## config.mk

```make
export PLATFORM = sky130hd
export DESIGN_NAME = fetch_redirect_unit
export DESIGN_NICKNAME = d
export VERILOG_FILES = /design/src/rtl/mips_pipe_pkg.sv /design/src/rtl/fetch_pc_sel.sv /design/src/rtl/fetch_redirect_unit.sv
export SDC_FILE = /design/constraint.sdc
export NUM_CORES = 1
export LEC_CHECK = 0
export BUFFER_PORTS_ARGS = -buffer_cell sky130_fd_sc_hd__buf_2
export CAP_MARGIN = 20
export CORE_UTILIZATION = 40
export CTS_CLUSTER_SIZE = 8
export DETAILED_ROUTE_END_ITERATION = 12
export PLACE_DENSITY = 0.7
export RECOVER_POWER = 50
export SLEW_MARGIN = 20
export SYNTH_ARGS = -nofsm -noshare
export SYNTH_HDL_FRONTEND = slang
export SYNTH_SLANG_ARGS = --single-unit
```

## constraint.sdc

```tcl
create_clock -name clk -period 2 [get_ports clk]
set_input_delay 0.3 -clock clk [delete_from_list [all_inputs] [get_ports clk]]
set_output_delay 0.3 -clock clk [all_outputs]
set_load 0.02 [all_outputs]
```

## src/rtl/mips_pipe_pkg.sv

```systemverilog
// rtl/mips_pipe_pkg.sv - shared MIPS pipeline constants, fetch state encoding and helpers
package mips_pipe_pkg;

  // pc_src encodings driven by the ID-stage branch resolver
  localparam logic [1:0] PC_SEQ    = 2'b00;
  localparam logic [1:0] PC_BRANCH = 2'b01;
  localparam logic [1:0] PC_JUMP   = 2'b10;

  // Instruction word used for bubbles and flushed slots (sll $0,$0,0)
  localparam logic [31:0] NOP_WORD = 32'h0000_0000;

  typedef enum logic [1:0] {
    S_IDLE  = 2'd0,
    S_FETCH = 2'd1,
    S_HOLD  = 2'd2
  } fetch_state_t;

  // Instruction fetches are word aligned; low address bits are discarded
  function automatic logic [31:0] align_word(input logic [31:0] addr);
    return {addr[31:2], 2'b00};
  endfunction

endpackage

```

## src/rtl/fetch_pc_sel.sv

```systemverilog
// rtl/fetch_pc_sel.sv - combinational next-PC select: sequential, branch or jump target
module fetch_pc_sel
  import mips_pipe_pkg::*;
(
  input  logic [31:0] pc,
  input  logic [1:0]  pc_src,
  input  logic [31:0] branch_target,
  input  logic [31:0] jump_target,
  output logic [31:0] pc_plus4,
  output logic [31:0] target,
  output logic        redirect
);

  // Decode pc_src; the unused encoding 11 falls through to sequential
  always_comb begin
    pc_plus4 = pc + 32'd4;
    target   = pc_plus4;
    redirect = 1'b0;
    case (pc_src)
      PC_BRANCH: begin
        target   = align_word(branch_target);
        redirect = 1'b1;
      end
      PC_JUMP: begin
        target   = align_word(jump_target);
        redirect = 1'b1;
      end
      default: begin
        target   = pc_plus4;
        redirect = 1'b0;
      end
    endcase
  end

endmodule

```

## src/rtl/fetch_redirect_unit.sv

```systemverilog
// rtl/fetch_redirect_unit.sv - IF stage: PC, imem req/ack fetch, IF/ID register, redirects (FETCH_PERF_EN adds counters)
module fetch_redirect_unit
  import mips_pipe_pkg::*;
#(
  parameter logic [31:0] RESET_PC  = 32'h0000_0000,
  parameter logic [31:0] NOP_INSTR = NOP_WORD
) (
  input  logic        clk,
  input  logic        rst_n,
  input  logic [1:0]  pc_src,
  input  logic        flush,
  input  logic [31:0] branch_target,
  input  logic [31:0] jump_target,
  input  logic        stall,
  output logic        imem_req,
  output logic [31:0] imem_addr,
  input  logic        imem_ack,
  input  logic [31:0] imem_rdata,
  output logic [31:0] ifid_pc4,
  output logic [31:0] ifid_instr,
  output logic        ifid_valid
`ifdef FETCH_PERF_EN
  ,
  output logic [31:0] perf_redirects,
  output logic [31:0] perf_killed
`endif
);

  fetch_state_t state;
  logic [31:0]  pc;
  logic         kill_pending;
  logic [31:0]  kill_target;
  logic [31:0]  hold_pc4;
  logic [31:0]  hold_instr;

  logic [31:0]  pc_plus4;
  logic [31:0]  target;
  logic         redirect;

  logic         fetch_ack;
  logic         drop_ack;
  logic         drop_hold;
  logic         load_fetch;
  logic         load_hold;

  fetch_pc_sel u_pc_sel (
    .pc            (pc),
    .pc_src        (pc_src),
    .branch_target (branch_target),
    .jump_target   (jump_target),
    .pc_plus4      (pc_plus4),
    .target        (target),
    .redirect      (redirect)
  );

  assign imem_addr = pc;

  // An ack is only meaningful while a request is outstanding; after reset req=0 so late acks vanish
  assign fetch_ack  = (state == S_FETCH) && imem_ack;
  assign drop_ack   = fetch_ack && (redirect || kill_pending || flush);
  assign drop_hold  = (state == S_HOLD) && redirect;
  assign load_fetch = fetch_ack && !drop_ack && !stall;
  assign load_hold  = (state == S_HOLD) && !redirect && !stall && !flush;

  // Fetch FSM: PC sequencing, pending-kill tracking for in-flight redirects, hold buffer capture
  always_ff @(posedge clk or negedge rst_n) begin
    if (!rst_n) begin
      state        <= S_IDLE;
      imem_req     <= 1'b0;
      pc           <= RESET_PC;
      kill_pending <= 1'b0;
      kill_target  <= 32'h0;
      hold_pc4     <= 32'h0;
      hold_instr   <= NOP_INSTR;
    end else begin
      case (state)
        S_IDLE: begin
          state    <= S_FETCH;
          imem_req <= 1'b1;
          if (redirect) pc <= target;
        end
        S_FETCH: begin
          if (imem_ack) begin
            kill_pending <= 1'b0;
            if (redirect) begin
              pc <= target;
            end else if (kill_pending) begin
              pc <= kill_target;
            end else begin
              pc <= pc_plus4;
              if (stall && !flush) begin
                hold_pc4   <= pc_plus4;
                hold_instr <= imem_rdata;
                state      <= S_HOLD;
                imem_req   <= 1'b0;
              end
            end
          end else if (redirect) begin
            // Address must stay stable until the ack, so remember where to go afterwards
            kill_pending <= 1'b1;
            kill_target  <= target;
          end
        end
        S_HOLD: begin
          if (redirect) begin
            pc       <= target;
            state    <= S_FETCH;
            imem_req <= 1'b1;
          end else if (!stall && !flush) begin
            state    <= S_FETCH;
            imem_req <= 1'b1;
          end
        end
        default: begin
          state    <= S_IDLE;
          imem_req <= 1'b0;
        end
      endcase
    end
  end

  // IF/ID register: flush beats stall beats a new load; otherwise a bubble enters
  always_ff @(posedge clk or negedge rst_n) begin
    if (!rst_n) begin
      ifid_pc4   <= 32'h0;
      ifid_instr <= NOP_INSTR;
      ifid_valid <= 1'b0;
    end else if (flush) begin
      ifid_instr <= NOP_INSTR;
      ifid_valid <= 1'b0;
    end else if (stall) begin
      ifid_valid <= ifid_valid;
    end else if (load_fetch) begin
      ifid_pc4   <= pc_plus4;
      ifid_instr <= imem_rdata;
      ifid_valid <= 1'b1;
    end else if (load_hold) begin
      ifid_pc4   <= hold_pc4;
      ifid_instr <= hold_instr;
      ifid_valid <= 1'b1;
    end else begin
      ifid_instr <= NOP_INSTR;
      ifid_valid <= 1'b0;
    end
  end

`ifdef FETCH_PERF_EN
  // Event counters: accepted redirects and fetched words thrown away
  always_ff @(posedge clk or negedge rst_n) begin
    if (!rst_n) begin
      perf_redirects <= 32'h0;
      perf_killed    <= 32'h0;
    end else begin
      if (redirect) perf_redirects <= perf_redirects + 32'd1;
      if (drop_ack || drop_hold) perf_killed <= perf_killed + 32'd1;
    end
  end
`endif

endmodule

```

# [After elaboration in Yosys (flattened, before gate mapping)]
# Index checks and enable logic that the tools add are counted.
[totals] output_inout_bits=98 in_bits=103 elab_cells=87 reg_bits=197
[classes] n_bitwise=5 n_mux=33 eq_ne=11 reduce_logical=27 n_addsub=1
[ops] operator="32-bit two-way mux" count=10
[ops] operator="32-bit case mux with 2 select lines" count=2
[ops] operator="32-bit by 3-bit adder with 32-bit output (second input constant)" count=1
[ops] operator="1-bit two-way mux" count=13
[ops] operator="2-bit two-way mux" count=6
[ops] operator="5-bit AND reduction" count=2
[ops] operator="1-bit logical AND" count=9
[ops] operator="3-bit AND reduction" count=3
[ops] operator="2-bit inequality test (second input constant)" count=4
[ops] operator="2-bit case mux with 3 select lines" count=1
[ops] operator="2-bit nonzero test" count=3
[ops] operator="1-bit inverter" count=5
[ops] operator="2-bit by 1-bit equality test with 1-bit output (second input constant)" count=2
[ops] operator="2-bit equality test (second input constant)" count=2
[ops] operator="1-bit zero test" count=4
[ops] operator="2-bit by 1-bit inequality test with 1-bit output (second input constant)" count=2
[ops] operator="2-bit OR reduction" count=2
[ops] operator="3-bit by 2-bit inequality test with 1-bit output (second input constant)" count=1
[ops] operator="1-bit case mux with 3 select lines" count=1
[ops] operator="2-bit zero test" count=1
[ops] operator="1-bit logical OR" count=2
[ops] operator="2-bit AND reduction" count=1

# [Logic depth before layout (Yosys ltp)]
[logic_depth] ltp_word=12 ltp_mapped=10 ltp_nobuf=7

# [Hierarchy]
# Synthesis repeated with hierarchy kept, for this count alone.
[unflattened] hier_cells=825 area_unflattened_um2=9476.6
[modules_own_cells] mod="fetch_redirect_unit" cells_per_inst=635 n_inst=1 area_per_inst_um2=8244.2
[modules_own_cells] mod="fetch_pc_sel" cells_per_inst=190 n_inst=1 area_per_inst_um2=1232.4

# [Worst setup path before layout]
# No wires, ideal clock.
[synth_path] path_type="register to register" from="register pc[2] (netlist: imem_addr[2])" to="register hold_pc4[28]" path_stages_with_launch=7 arrival_time_ps=1966 slack_ps=-96 setup_ps=130 path_cell_list="dfrtp_1 -> ha_1 -> nand4_1 -> or3_4 -> nor4_4 -> xnor2_1 -> o21ai_1"
[synth_via] elab_chain_len=1
[synth_lines] item="start, declared" line="fetch_redirect_unit.sv:30" text="logic [31:0] pc;"
[synth_lines] item="start signal, assigned" line="fetch_redirect_unit.sv:80" text="if (redirect) pc <= target;"
[synth_lines] item="start signal, assigned" line="fetch_redirect_unit.sv:86" text="pc <= target;"
[synth_lines] item="start signal, assigned" line="fetch_redirect_unit.sv:88" text="pc <= kill_target;"
[synth_lines] item="32-bit by 3-bit adder with 32-bit output" line="fetch_pc_sel.sv:16" text="pc_plus4 = pc + 32'd4;"
[synth_lines] item="end signal, assigned" line="fetch_redirect_unit.sv:92" text="hold_pc4 <= pc_plus4;"
[synth_lines] item="end, declared" line="fetch_redirect_unit.sv:33" text="logic [31:0] hold_pc4;"
# Every way passes these cells.
# A chain may end at the register's enable or synchronous reset.

# [Worst setup path in the final report]
[layout_path] from="register pc[2] (netlist: imem_addr[2])" to="register pc[29] (netlist: imem_addr[29])"
[layout_via] elab_chain_len=5
[layout_lines] item="32-bit by 3-bit adder with 32-bit output *" line="fetch_pc_sel.sv:16"
[layout_lines] item="32-bit case mux with 2 select lines / 32-bit two-way mux (equally long branches)" line="fetch_pc_sel.sv:19, fetch_redirect_unit.sv:87"
[layout_lines] item="32-bit two-way mux" line="fetch_redirect_unit.sv:85" text="if (redirect) begin"
[layout_lines] item="32-bit two-way mux" line="fetch_redirect_unit.sv:83" text="if (imem_ack) begin"
[layout_lines] item="32-bit case mux with 2 select lines *" line="fetch_redirect_unit.sv:76" text="case (state)"
# Mark *: on every way between the ends. The rest lies on a longest branch, timed or not. The select of a mux whose other input is x is not followed.

==> impl_metrics.toml <==
[synth]
synth_cell_types = 54
yosysTopAreaCell = "dfrtp_1"
syn_nets = 1030
synth_top_flop_cell = "dfrtp_1"
avgSynthCellArea_sq_um = 10.0
yosysSeqAreaShare_pct = 52.8
yosys.area.top_type_share_pct = 52.8
syn_inst = 924
ys_warn_count = 0
synth.cell_area_sq_um = 9280
synth_seq_cells = 196
synth_edf_count = 0
synthArstFlopShare_pct = 100
ys_top_cells_by_area = "dfrtp_1 53%, a21oi_1 4.8%, mux2_2 4.2%, a221oi_1 3.6%, nor2_1 3.4%"
synth_commonest_cells = "196 x dfrtp_1, 89 x a21oi_1, 85 x nor2_1"
yosysMostFrequentCell = "dfrtp_1"

[clock_network]
cts-buffers-inserted = 17
cts_root_buffer = "clkbuf_16"
cts.sinks = 196
cts_tree = "built"
clk_latency_ns = 0.44
clk_pin_slew_ns = 0.08
clock_path_buffers = 2
cts_setup_buffers = 0
cts_max_level = 4

[layout]
fin_nets = 1243
stdcell_count = 1435
drive_above_1_share_pct = 27.7
antenna_cells = 0
fin_area_sq_um = 11600
areaGrowthSynthToFinish_pct = 25.4
fill_cells = 2135

[global_route]
grt_pass1_wl_mm = 39.9
grt_usage_pct = 21.4
grt_pass1_vias = 7451
grt_overflow = 0
grt_antenna_before_repair = 0
grt_start_max_net_pins = 70

[worst_setup_path]
cp.arrival_ns = 2.29
start_kind = "flip-flop"
cp_slowest_cell = "or4_1"
critical_path_class = "flip-flop to flip-flop"
required_ns = 2.35
max_stage_delay_ns = 0.43
crit_chain = "buf_4, nand2_1, nor4_4, nand4_1, or4_1, o211ai_1"
critical_path.top_delay_family = "simple AND/OR/NAND/NOR gates"
endpoint_kind = "flip-flop"
crit_fanout = 8
cp_num_buf_inv = 1

[sta]
maxSlewHeadroom_pct = 35.8
fin_crit_ns = 1.93
fmax_ghz = 0.517
setup_viol = 0
rsz0062_at_grt = "true"
finalMaxSlewViolations = 0
tightest_slew_ns = 0.962
finClkSkew_ns = 0.00948
timing.final.crit_share_pct = 96.6
finalHoldViolations = 0

[place]
place.gp.congestion = 0.849
place_hpwl_mm = 18.0
io_buffers = 196
dp.cells = 1402
place_area_sq_um = 11000

[detailed_routing]
first_pass_iters = 5
post_drt_wl_per_cell_um = 17.5
drtIter0Drc = 703
antenna_left = 0
wl_mm = 25.1
dr_total_vias = 7931
drcViolationCount = 0
via_per_inst = 5.53

[status]
status = "completed"

[job]
maxCapViolations = 0

[floorplan]
start_util_pct = 40.9
die_h_um = 154
dieArea_sq_um = 23800
coreArea_sq_um = 22700
die_w_um = 154
rows = 55
ioPinCount = 201

[power_and_ir_drop]
p_leak_nw = 5.23
ir_drop_v = 0.000614
powerDensity_nw_per_um2 = 1160

[worst_hold_path]
worstHoldPathType = "input port to flip-flop"
-- worst paths after layout --
kind                                          startpoint                        end  depth (start not counted)  slack, ns
worst max-delay path            imem_addr[2]$_DFFE_PN0P_  imem_addr[29]$_DFFE_PN0P_                          6       0.07
worst min-delay path                               flush     ifid_valid$_DFFE_PN0N_                          2       0.07
worst max register to register  imem_addr[2]$_DFFE_PN0P_  imem_addr[29]$_DFFE_PN0P_                          6       0.07
worst min register to register  hold_pc4[24]$_DFFE_PN0P_   hold_pc4[24]$_DFFE_PN0P_                          2       0.48
max in group asynchronous                          rst_n  imem_addr[13]$_DFFE_PN0P_                          3       0.29
min in group asynchronous                          rst_n  ifid_instr[7]$_DFFE_PN0N_                          2       0.56
-- power by group --
group          internal [mW]  switching (mW)  total, mW
combinational           1.64            2.47       4.11
clock                   1.73            1.80       3.53
sequential              5.10           0.732       5.83
total                   8.47            5.00       13.5
-- timing repair --
item / CTS / global route
hold buffers: 1 / 0
pin swaps: 1 / 0
resized for setup: 3 / 11
endpoints found under the hold margin: 61 / 0
setup endpoints to repair: 9 / 20
-- routing by layer --
metal  track usage (%)  vias to the layer above  routed length, um
met1              29.9                     3858              11700
met5                 0                        -                  0
li1                  -                     3793                  -
met4              6.69                        0                451
met2              33.9                      250              11700
met3              3.64                       30               1220
-- worst reg2reg max path, stage by stage (launching register included) --
cell	delay, ns
dfrtp_2	0.39
buf_4	0.17
nand2_1	0.19
nor4_4	0.38
nand4_1	0.19
or4_1	0.43
o211ai_1	0.10
-- sequential cells by signal (all words and copies together) (netlist names) --
signal,count
kill_pending,1
ifid_pc4,32
ifid_valid,1
state,2
hold_instr,32
imem_addr,32
ifid_instr,32
kill_target,32
hold_pc4,32
-- layout make-up --
type | instances | area (sq um) | area share [%]
clock buffer | 17 | 425 | 3.66
clock inverter | 15 | 191 | 1.64
inverter | 15 | 56.3 | 0.484
multi-input combinational | 638 | 4100 | 35.2
sequential | 196 | 4910 | 42.2
tap | 285 | 357 | 3.06
timing repair buffer | 269 | 1600 | 13.8
-- logic make-up after synthesis --
family,synth area share (%)
AOI/OAI and AO/OA,20.5
xor gates and xnor gates,2.64
adders and majority gates,0.404
buffers and inverters,4.04
DFF,52.8
muxes,4.68
and+or+nand+nor,14.9
-- placed cells by master, fill, tap and decap left out, types with 6 or more instances in the layout --
| cell | synthesis | final |
|---|---|---|
| nor2b_1 | 37 | 36 |
| buf_2 | 12 | 152 |
| buf_4 | 6 | 56 |
| xnor2_1 | 22 | 19 |
| nand3_1 | 17 | 15 |
| clkbuf_1 | 56 | 46 |
| nor2_1 | 85 | 84 |
| mux2_2 | 35 | 35 |
| clkbuf_16 | 0 | 17 |
| a221oi_1 | 38 | 38 |
| a22oi_1 | 33 | 33 |
| buf_12 | 0 | 11 |
| a21o_1 | 7 | 7 |
| dfrtp_1 | 196 | 194 |
| nand2_1 | 61 | 60 |
| nor3_1 | 35 | 33 |
| o21ai_0 | 53 | 53 |
| o31a_1 | 6 | 6 |
| a21oi_1 | 89 | 88 |
| and3_1 | 8 | 7 |
| inv_1 | 15 | 15 |
| o2bb2ai_1 | 7 | 7 |
| o22ai_1 | 34 | 34 |
-- metrics by stage --
| stage | total power, mW | hold WS, ns | setup WS (ns) | TNS, ns | utilization (%) |
|---|---|---|---|---|---|
| after floorplan | 8.27 | 0.00441 | 0.00907 | 0 | - |
| after global placement | 9.87 | 0.350 | -0.0473 | -0.0629 | 48.7 |
| after detailed placement | 10.0 | 0.351 | -0.136 | -1.12 | 48.7 |
| after CTS | 13.6 | 0.0511 | 0.00895 | 0 | 51.5 |
| after global routing | 14.2 | 0.0743 | -0.0297 | -0.111 | 51.2 |
| final | 13.5 | 0.0691 | 0.0673 | 0 | 51.2 |
No activity file was read; power rests on OpenSTA's default activity.
